## src/rtl/spi_arb_pkg.sv

```systemverilog
// Shared types and encodings for the two-port SPI bus arbiter.
package spi_arb_pkg;
  localparam int WORD_W = 16;
  typedef logic [WORD_W-1:0] word_t;

  typedef enum logic [1:0] {IDLE, ISSUE, WAIT, GAP} state_t;

  localparam logic [1:0] SS_NONE = 2'b00;
  localparam logic [1:0] SS_P0   = 2'b01;
  localparam logic [1:0] SS_P1   = 2'b10;
endpackage

```

## src/rtl/spi_arb_pick.sv

```systemverilog
// Winner select for the SPI arbiter. Port 0 has priority. Port 1 is forced through
// after MAX_CONSEC back-to-back port-0 grants that happen while port 1 is waiting.
module spi_arb_pick #(
  parameter int MAX_CONSEC = 4
) (
  input  logic clk,
  input  logic rst_n,
  input  logic req0,
  input  logic req1,
  input  logic grant,
  output logic pick1
);
  logic [3:0] consec;
  logic       starve;

  assign starve = (consec == 4'(MAX_CONSEC));
  assign pick1  = req1 & (~req0 | starve);

  // Count port-0 grants that skip a waiting port 1; any port-1 grant or an idle port 1 restarts it.
  always_ff @(posedge clk or negedge rst_n) begin
    if (!rst_n)
      consec <= '0;
    else if (grant) begin
      if (pick1 || !req1)
        consec <= '0;
      else if (!starve)
        consec <= consec + 4'd1;
    end
  end
endmodule

```

## src/rtl/spi_bus_arb.sv

```systemverilog
// Two-port arbiter in front of a single SPI master.
// Sequence per transaction: IDLE (grant) -> ISSUE (wrt) -> WAIT (spi_done) -> GAP -> IDLE.
// Optional build macro SPI_ARB_TIMEOUT_EN: abort WAIT after TIMEOUT_CYC cycles with err set
// and rsp forced to FFFF. Without it WAIT has no bound and err0/err1 are constant 0.
module spi_bus_arb
  import spi_arb_pkg::*;
#(
  parameter int MAX_CONSEC  = 4,
  parameter int GAP_CYCLES  = 2,
  parameter int TIMEOUT_CYC = 4096
) (
  input  logic        clk,
  input  logic        rst_n,
  input  logic        req0,
  input  logic [15:0] cmd0,
  output logic        done0,
  output logic [15:0] rsp0,
  output logic        err0,
  input  logic        req1,
  input  logic [15:0] cmd1,
  output logic        done1,
  output logic [15:0] rsp1,
  output logic        err1,
  output logic        wrt,
  output logic [15:0] cmd,
  input  logic        spi_done,
  input  logic [15:0] rd_data,
  output logic [1:0]  ss_sel,
  output logic        busy
);
  state_t     state, nxt;
  logic       owner;
  logic [3:0] gap_cnt;
  logic       grant, pick1, spi_ok, tmo, fin;

  assign grant  = (state == IDLE) && (req0 || req1);
  assign spi_ok = (state == WAIT) && spi_done;
  assign fin    = spi_ok || tmo;

  spi_arb_pick #(.MAX_CONSEC(MAX_CONSEC)) u_pick (
    .clk   (clk),
    .rst_n (rst_n),
    .req0  (req0),
    .req1  (req1),
    .grant (grant),
    .pick1 (pick1)
  );

`ifdef SPI_ARB_TIMEOUT_EN
  logic [15:0] tmo_cnt;
  logic [1:0]  err_q;

  assign tmo  = (state == WAIT) && !spi_done && (tmo_cnt == 16'(TIMEOUT_CYC - 1));
  assign err0 = err_q[0];
  assign err1 = err_q[1];

  // Cycles spent in WAIT; restarts every time WAIT is left.
  always_ff @(posedge clk or negedge rst_n) begin
    if (!rst_n)
      tmo_cnt <= '0;
    else if (state == WAIT)
      tmo_cnt <= tmo_cnt + 16'd1;
    else
      tmo_cnt <= '0;
  end

  // Error flag travels with the done pulse and holds until that port's next completion.
  always_ff @(posedge clk or negedge rst_n) begin
    if (!rst_n)
      err_q <= '0;
    else if (fin) begin
      if (owner) err_q[1] <= tmo;
      else       err_q[0] <= tmo;
    end
  end
`else
  assign tmo  = 1'b0;
  assign err0 = 1'b0;
  assign err1 = 1'b0;
`endif

  // State register.
  always_ff @(posedge clk or negedge rst_n) begin
    if (!rst_n) state <= IDLE;
    else        state <= nxt;
  end

  // Next-state logic.
  always_comb begin
    nxt = state;
    case (state)
      IDLE:    if (req0 || req1) nxt = ISSUE;
      ISSUE:   nxt = WAIT;
      WAIT:    if (fin) nxt = GAP;
      GAP:     if (gap_cnt == 4'(GAP_CYCLES - 1)) nxt = IDLE;
      default: nxt = IDLE;
    endcase
  end

  // State-decoded outputs.
  always_comb begin
    wrt  = (state == ISSUE);
    busy = (state != IDLE);
  end

  // Datapath: latch the winner's command at grant, return the response at completion.
  always_ff @(posedge clk or negedge rst_n) begin
    if (!rst_n) begin
      cmd     <= '0;
      ss_sel  <= SS_NONE;
      owner   <= 1'b0;
      done0   <= 1'b0;
      done1   <= 1'b0;
      rsp0    <= '0;
      rsp1    <= '0;
      gap_cnt <= '0;
    end else begin
      done0   <= 1'b0;
      done1   <= 1'b0;
      gap_cnt <= (state == GAP) ? gap_cnt + 4'd1 : 4'd0;
      if (grant) begin
        cmd    <= pick1 ? cmd1 : cmd0;
        ss_sel <= pick1 ? SS_P1 : SS_P0;
        owner  <= pick1;
      end
      if (fin) begin
        ss_sel <= SS_NONE;
        if (owner) begin
          done1 <= 1'b1;
          rsp1  <= tmo ? 16'hFFFF : rd_data;
        end else begin
          done0 <= 1'b1;
          rsp0  <= tmo ? 16'hFFFF : rd_data;
        end
      end
    end
  end
endmodule
```

## config.mk

```make
export PLATFORM = sky130hd
export DESIGN_NAME = spi_bus_arb
export DESIGN_NICKNAME = d
export VERILOG_FILES = /design/src/rtl/spi_arb_pkg.sv /design/src/rtl/spi_arb_pick.sv /design/src/rtl/spi_bus_arb.sv
export SDC_FILE = /design/constraint.sdc
export NUM_CORES = 1
export LEC_CHECK = 0
export BUFFER_PORTS_ARGS = -buffer_cell sky130_fd_sc_hd__buf_2
export CAP_MARGIN = 30
export CORE_MARGIN = 3
export CORE_UTILIZATION = 52
export CTS_CLUSTER_SIZE = 14
export DETAILED_ROUTE_END_ITERATION = 16
export GPL_ROUTABILITY_DRIVEN = 0
export PLACE_DENSITY = 0.85
export SLEW_MARGIN = 15
export SYNTH_ARGS = -nofsm -noshare
export SYNTH_HDL_FRONTEND = slang
export SYNTH_HIERARCHICAL = 1
export SYNTH_SLANG_ARGS = --single-unit
```

## constraint.sdc

```tcl
create_clock -name clk -period 3.05 [get_ports clk]
set_input_delay 0.4575 -clock clk [delete_from_list [all_inputs] [get_ports clk]]
set_output_delay 0.4575 -clock clk [all_outputs]
set_load 0.005 [all_outputs]
```

Yosys cells after proc, flatten, opt, wreduce, memory -nomap -nowiden:

Cells that the tools add are included.

* input bits: 53
* logic and storage cells: 52
* register bits: 63
* output and inout bits: 56

* bitwise logic cells: 4
* add/sub/neg operators: 2
* muxes and demuxes: 15
* eq/ne operators: 9
* reduce and logical (&&, ||, !) cells: 12

Operators by type and width (number)
* $mux W16: 1
* $mux W2: 6
* $mux W4: 3
* $add A4 B1 Y4 const B: 2
* $pmux W2 S4: 1
* $ne A2 B2 Y1 const B: 3
* $reduce_and A2 Y1: 3
* $eq A2 B2 Y1 const B: 2
* $eq A4 B1 Y1 const B: 1
* $eq A4 B3 Y1 const B: 1
* $mux W1: 4
* $reduce_bool A2 Y1: 2
* $reduce_and A3 Y1: 1
* $eq A2 B1 Y1 const B: 1
* $logic_and A1 B1 Y1: 2
* $logic_not A2 Y1: 1
* $logic_or A1 B1 Y1: 2
* $ne A2 B1 Y1 const B: 1
* $not A1 Y1: 2
* $and A1 B1 Y1: 1
* $logic_not A1 Y1: 1
* $or A1 B1 Y1: 1

Logic depth before layout (Yosys ltp):

* depth in word-level cells: 6
* depth in mapped cells: 8
* gate-level depth less buffers: 7

By module:

The synthesis kept the hierarchy.

By module, submodules not included
* spi_bus_arb: instances 1, area each 2461.1 um^2, sequential area each 1476.4 um^2, cells each 189
* spi_arb_pick: instances 1, area each 241.5 um^2, sequential area each 100.1 um^2, cells each 24

Worst setup path before layout:

No wires, ideal clock.

* path kind: flip-flop to flip-flop
* start: register u_pick.consec[0]
* end: register cmd[12]
* stages on the path, launching flop included: 9
* slack: 1290 ps
* period minus slack after synthesis: 1760 ps
* setup time: 136 ps
* required time: 2914 ps
* data arrival time: 1624 ps
* cells stage by stage: dfrtp_1 -> inv_1 -> ha_1 -> nand3b_2 -> a21boi_0 -> buf_2 -> buf_2 -> mux2i_1 -> o21ai_0

* word-level cells in the longest chain between the ends: 4

Ends and longest elaborated chain
* start, declared: line spi_arb_pick.sv:13 `logic [3:0] consec;`
* start signal, assigned: line spi_arb_pick.sv:27 `consec <= consec + 4'd1;`
* $eq A4 B3 Y1: line spi_arb_pick.sv:16 `assign starve = (consec == 4'(MAX_CONSEC));`
* $or A1 B1 Y1: line spi_arb_pick.sv:17 `assign pick1 = req1 & (~req0 | starve);`
* $and A1 B1 Y1: line spi_arb_pick.sv:17
* via pick1: line spi_bus_arb.sv:34 `logic grant, pick1, spi_ok, tmo, fin;`
* $mux W16: line spi_bus_arb.sv:122 `cmd <= pick1 ? cmd1 : cmd0;`
* end signal, assigned: line spi_bus_arb.sv:122
* end, declared: line spi_bus_arb.sv:25 `output logic [15:0] cmd,`

The timed path passes the listed nets, and every way through them passes these cells.
A chain may end at the register's enable or synchronous reset.

Worst setup path after layout:

* start: register state[0]
* end: register rsp0[13]

* word-level cells in the longest chain between the ends: 3

Ends and longest elaborated chain
* start, declared: line spi_bus_arb.sv:31 `state_t state, nxt;`
* start signal, assigned: line spi_bus_arb.sv:85 `else state <= nxt;`
* $eq A2 B2 Y1: line spi_bus_arb.sv:37 `assign spi_ok = (state == WAIT) && spi_done;`
* $logic_and A1 B1 Y1: line spi_bus_arb.sv:37
* $reduce_and A2 Y1 (no source line)
* end signal, assigned: line spi_bus_arb.sv:133 `rsp0 <= tmo ? 16'hFFFF : rd_data;`
* end, declared: line spi_bus_arb.sv:17 `output logic [15:0] rsp0,`

Every way passes these cells.

==> run_summary.xml <==
<?xml version="1.0" encoding="UTF-8"?>
<metrics>
  <group name="synthesis">
    <metric name="top_area_cells_in_the_synthesized_netlist" unit="">dfrtp_1, mux2_2, mux2i_1</metric>
    <metric name="synth_top_area_share" unit="%">58.33</metric>
    <metric name="yosys.cell_types.count" unit="">33</metric>
    <metric name="synth.largest_area_cell" unit="">dfrtp_1</metric>
    <metric name="synth.cell_area" unit="mm^2">0.002703</metric>
    <metric name="synthesis.area_per_instance" unit="um^2">12.69</metric>
    <metric name="mapped_cells" unit="">213</metric>
    <metric name="ys_ff_latch" unit="">63</metric>
    <metric name="synth-seq-area-share" unit="%">58.33</metric>
    <metric name="synth_warnings" unit="">6</metric>
  </group>
  <group name="global_routing">
    <metric name="largest_net_degree_at_the_start_of_global_routing" unit="">37</metric>
    <metric name="grt_overflow" unit="">0</metric>
    <metric name="grt.total_usage" unit="%">20.24</metric>
    <metric name="antenna_found_initial" unit="">0</metric>
    <metric name="grt_first_pass_wirelength" unit="mm">9.515</metric>
    <metric name="vias_in_the_first_global_route" unit="">2047</metric>
  </group>
  <group name="routing">
    <metric name="final_ant_viol_nets" unit="">0</metric>
    <metric name="post_drt_wl_per_cell" unit="um">14.64</metric>
    <metric name="dr_total_vias" unit="">1965</metric>
    <metric name="route.detailed.drc" unit="">0</metric>
    <metric name="dr.first_iter.drc_count" unit="">104</metric>
    <metric name="wire_length_the_detailed_router_placed_on_met1" unit="mm">2.321</metric>
    <metric name="routed_wl" unit="mm">5.799</metric>
    <metric name="drt_pass1_iterations" unit="">4</metric>
    <metric name="detailroute.wirelength.met3" unit="um">328</metric>
    <metric name="vias_per_instance" unit="">4.962</metric>
    <metric name="dr_wl_met2" unit="mm">3.069</metric>
    <metric name="maxUsedRoutingLayer" unit="">met4</metric>
  </group>
  <group name="layout">
    <metric name="layout.cells.most_common" unit="">buf_2</metric>
    <metric name="fill_cells" unit="">375</metric>
    <metric name="utilization" unit="%">71.54</metric>
    <metric name="instances_no_fill" unit="">396</metric>
    <metric name="drive_above_1_share" unit="%">47.72</metric>
    <metric name="layout.area.seq" unit="mm^2">0.001577</metric>
    <metric name="areaGrowthSynthToFinish" unit="%">29.17</metric>
    <metric name="layout.cell_area.non_filler" unit="mm^2">0.003491</metric>
    <metric name="most-common-layout-cells" unit="">buf_2, dfrtp_1, mux2_2</metric>
    <metric name="total_area_of_multi_input_combinational_cells" unit="mm^2">0.001045</metric>
    <metric name="nets" unit="">385</metric>
    <metric name="diodes" unit="">0</metric>
  </group>
  <group name="sta">
    <metric name="max_freq" unit="MHz">547.0</metric>
    <metric name="worstMarginPinSlew" unit="ns">0.7073</metric>
    <metric name="final-max-slew-violation-count" unit="">0</metric>
    <metric name="final_hold_viol_count" unit="">0</metric>
    <metric name="holdWs" unit="ns">0.1782</metric>
    <metric name="slew_headroom" unit="%">52.84</metric>
    <metric name="post-route-worst-setup-slack" unit="ns">1.222</metric>
    <metric name="final_period_minus_worst_setup_slack" unit="ns">1.828</metric>
    <metric name="grt_setup_unrepaired" unit="">no</metric>
    <metric name="fin_tns_setup" unit="ns">0</metric>
    <metric name="final-setup-viol-count" unit="">0</metric>
    <metric name="finClkSkew" unit="ns">0.009564</metric>
    <metric name="layout_worst_path_cycle_share" unit="%">59.94</metric>
  </group>
  <group name="run_status">
    <metric name="outcome" unit="">completed</metric>
  </group>
  <group name="die">
    <metric name="core_area" unit="mm^2">0.004880</metric>
    <metric name="initial_core_util" unit="%">55.38</metric>
    <metric name="die_width" unit="um">78.09</metric>
    <metric name="die_outline_area" unit="mm^2">0.006098</metric>
    <metric name="std_cell_rows" unit="">25</metric>
    <metric name="boundaryPins" unit="">109</metric>
    <metric name="fp.dieH" unit="um">78.09</metric>
  </group>
  <group name="power_and_ir_drop">
    <metric name="p_clk_share" unit="%">20.9</metric>
    <metric name="share_seq_of_total_power" unit="%">43.2</metric>
    <metric name="peakVddDrop" unit="V">0.0005313</metric>
    <metric name="design_power_total" unit="mW">3.324</metric>
    <metric name="switching_power" unit="mW">1.067</metric>
    <metric name="p_leak" unit="nW">1.828</metric>
    <metric name="internal_power" unit="mW">2.258</metric>
    <metric name="netSwitchingFraction" unit="%">32.08</metric>
    <metric name="share_comb_of_total_power" unit="%">36.0</metric>
    <metric name="power-per-cell-area" unit="mW/mm^2">952.2</metric>
  </group>
  <group name="clocking">
    <metric name="cts_tree" unit="">built</metric>
    <metric name="post_cts_buffers" unit="">0</metric>
    <metric name="path_clk_slew" unit="ns">0.06</metric>
    <metric name="cts.hold.buffers_added" unit="">0</metric>
    <metric name="clk_root_buffer_cell" unit="">clkbuf_8</metric>
    <metric name="tritoncts_num_sinks" unit="">63</metric>
    <metric name="insertion_delay" unit="ns">0.33</metric>
    <metric name="clock_tree.htree_level_count" unit="">3</metric>
    <metric name="clock_buffers_created_by_tritoncts" unit="">9</metric>
    <metric name="postCtsResizedCells" unit="">0</metric>
    <metric name="clockBufferDepth" unit="">2</metric>
  </group>
  <group name="critical_path">
    <metric name="timing.critical_path.buf_inv" unit="">1</metric>
    <metric name="worstPathArrival" unit="ns">2.03</metric>
    <metric name="critical_path_class" unit="">reg -&gt; reg</metric>
    <metric name="critical_path.slowest_cell" unit="">mux2_1</metric>
    <metric name="crit_path_cell_trace" unit="">inv_1 &gt; ha_1 &gt; nand3b_2 &gt; mux2_1</metric>
    <metric name="timing.critical_path.max_delay_family" unit="">multiplexers</metric>
    <metric name="r2r.worst_path.cells" unit="">4</metric>
    <metric name="max_stage_delay" unit="ns">0.48</metric>
    <metric name="timing.critical_path.required" unit="ns">3.25</metric>
    <metric name="startpoint_type" unit="">flip-flop</metric>
    <metric name="crit_fanout" unit="">17</metric>
    <metric name="worstSetupPathDepth" unit="">4</metric>
    <metric name="crit_path_end_kind" unit="">flip-flop</metric>
  </group>
  <group name="placement">
    <metric name="place.detailed.instances" unit="">380</metric>
    <metric name="postPlaceCellArea" unit="mm^2">0.003299</metric>
    <metric name="place.port_buffers" unit="">106</metric>
    <metric name="place_worst_setup_slack" unit="ns">1.212</metric>
    <metric name="place.detailed.hpwl" unit="mm">4.391</metric>
  </group>
  <group name="worst_hold_path">
    <metric name="class_of_the_worst_hold_path" unit="">in -&gt; async</metric>
  </group>
  <group name="job">
    <metric name="cap_violations" unit="">0</metric>
  </group>
</metrics>
## synth_stat cells, drive strengths merged
cell type and n:
conb 1, mux2i 17, nand2 23, or2b 1, a222oi 1, o311ai 2, a22oi 2, nand3 4
a2bb2oi 1, or3b 1, clkbuf 4, nand2b 2, mux2 33, clkinv 1, nor2 2, dfrtp 63
buf 6, nor2b 2, and2 3, nand3b 2, o22ai 1, a21boi 1, xnor2 1, inv 10
ha 8, o21ai 17, nand4 3, xor2 1
## cell families (layout without fill, tap and decap cells)
group | count (synthesis) | count (layout) | share of synthesized area (%)
flops | 63 | 63 | 58.33
fa+ha+maj | 8 | 8 | 3.704
other cells | 1 | 2 | 0.1388
compound gates | 25 | 25 | 5.556
mux | 50 | 50 | 20.05
buf+inv | 21 | 136 | 3.426
simple gates | 43 | 43 | 8.148
xor+xnor | 2 | 2 | 0.6483
## state kept, by name (all words and copies together), names as in the netlist
signal and flops:
cmd 16, done0 1, done1 1, gap_cnt 4, owner 1, rsp0 16, rsp1 16, ss_sel 2
state 2, u_pick/consec 4
## area by class of cell
type | instances | share of cell area [%]
inverter | 11 | 1.183
sequential | 63 | 45.16
timing repair buffer | 109 | 15.84
clock inverter | 3 | 1.219
clock buffer | 13 | 4.265
multi-input combinational | 130 | 29.93
tap | 67 | 2.401
## final timing paths
path                             start  endpoint  slack, ns
min reg2reg                    cmd[15]   cmd[15]       0.48
max reg2reg                   state[0]  rsp0[13]       1.22
max in group asynchronous        rst_n   rsp1[4]       2.02
min in group clk           rd_data[14]  rsp0[14]       0.38
max                           state[0]  rsp0[13]       1.22
min                              rst_n  rsp0[14]       0.18
## power by group through the flow
stage                     registers (mW)  logic [mW]  clock network, mW
after CTS                           1.44        1.22              0.715
after global routing                1.49        1.34              0.754
final                               1.43        1.20              0.694
after floorplan                     1.46       0.630                  0
after detailed placement            1.45        1.22                  0
after global placement              1.42        1.16                  0
## layer usage
metal	GRT usage, %	vias up
li1	-	960
met1	24.26	931
met2	34.85	66
met3	4.702	8
met4	8.916	0
met5	0	-
Note: power is estimated with default switching activity, not from simulation.
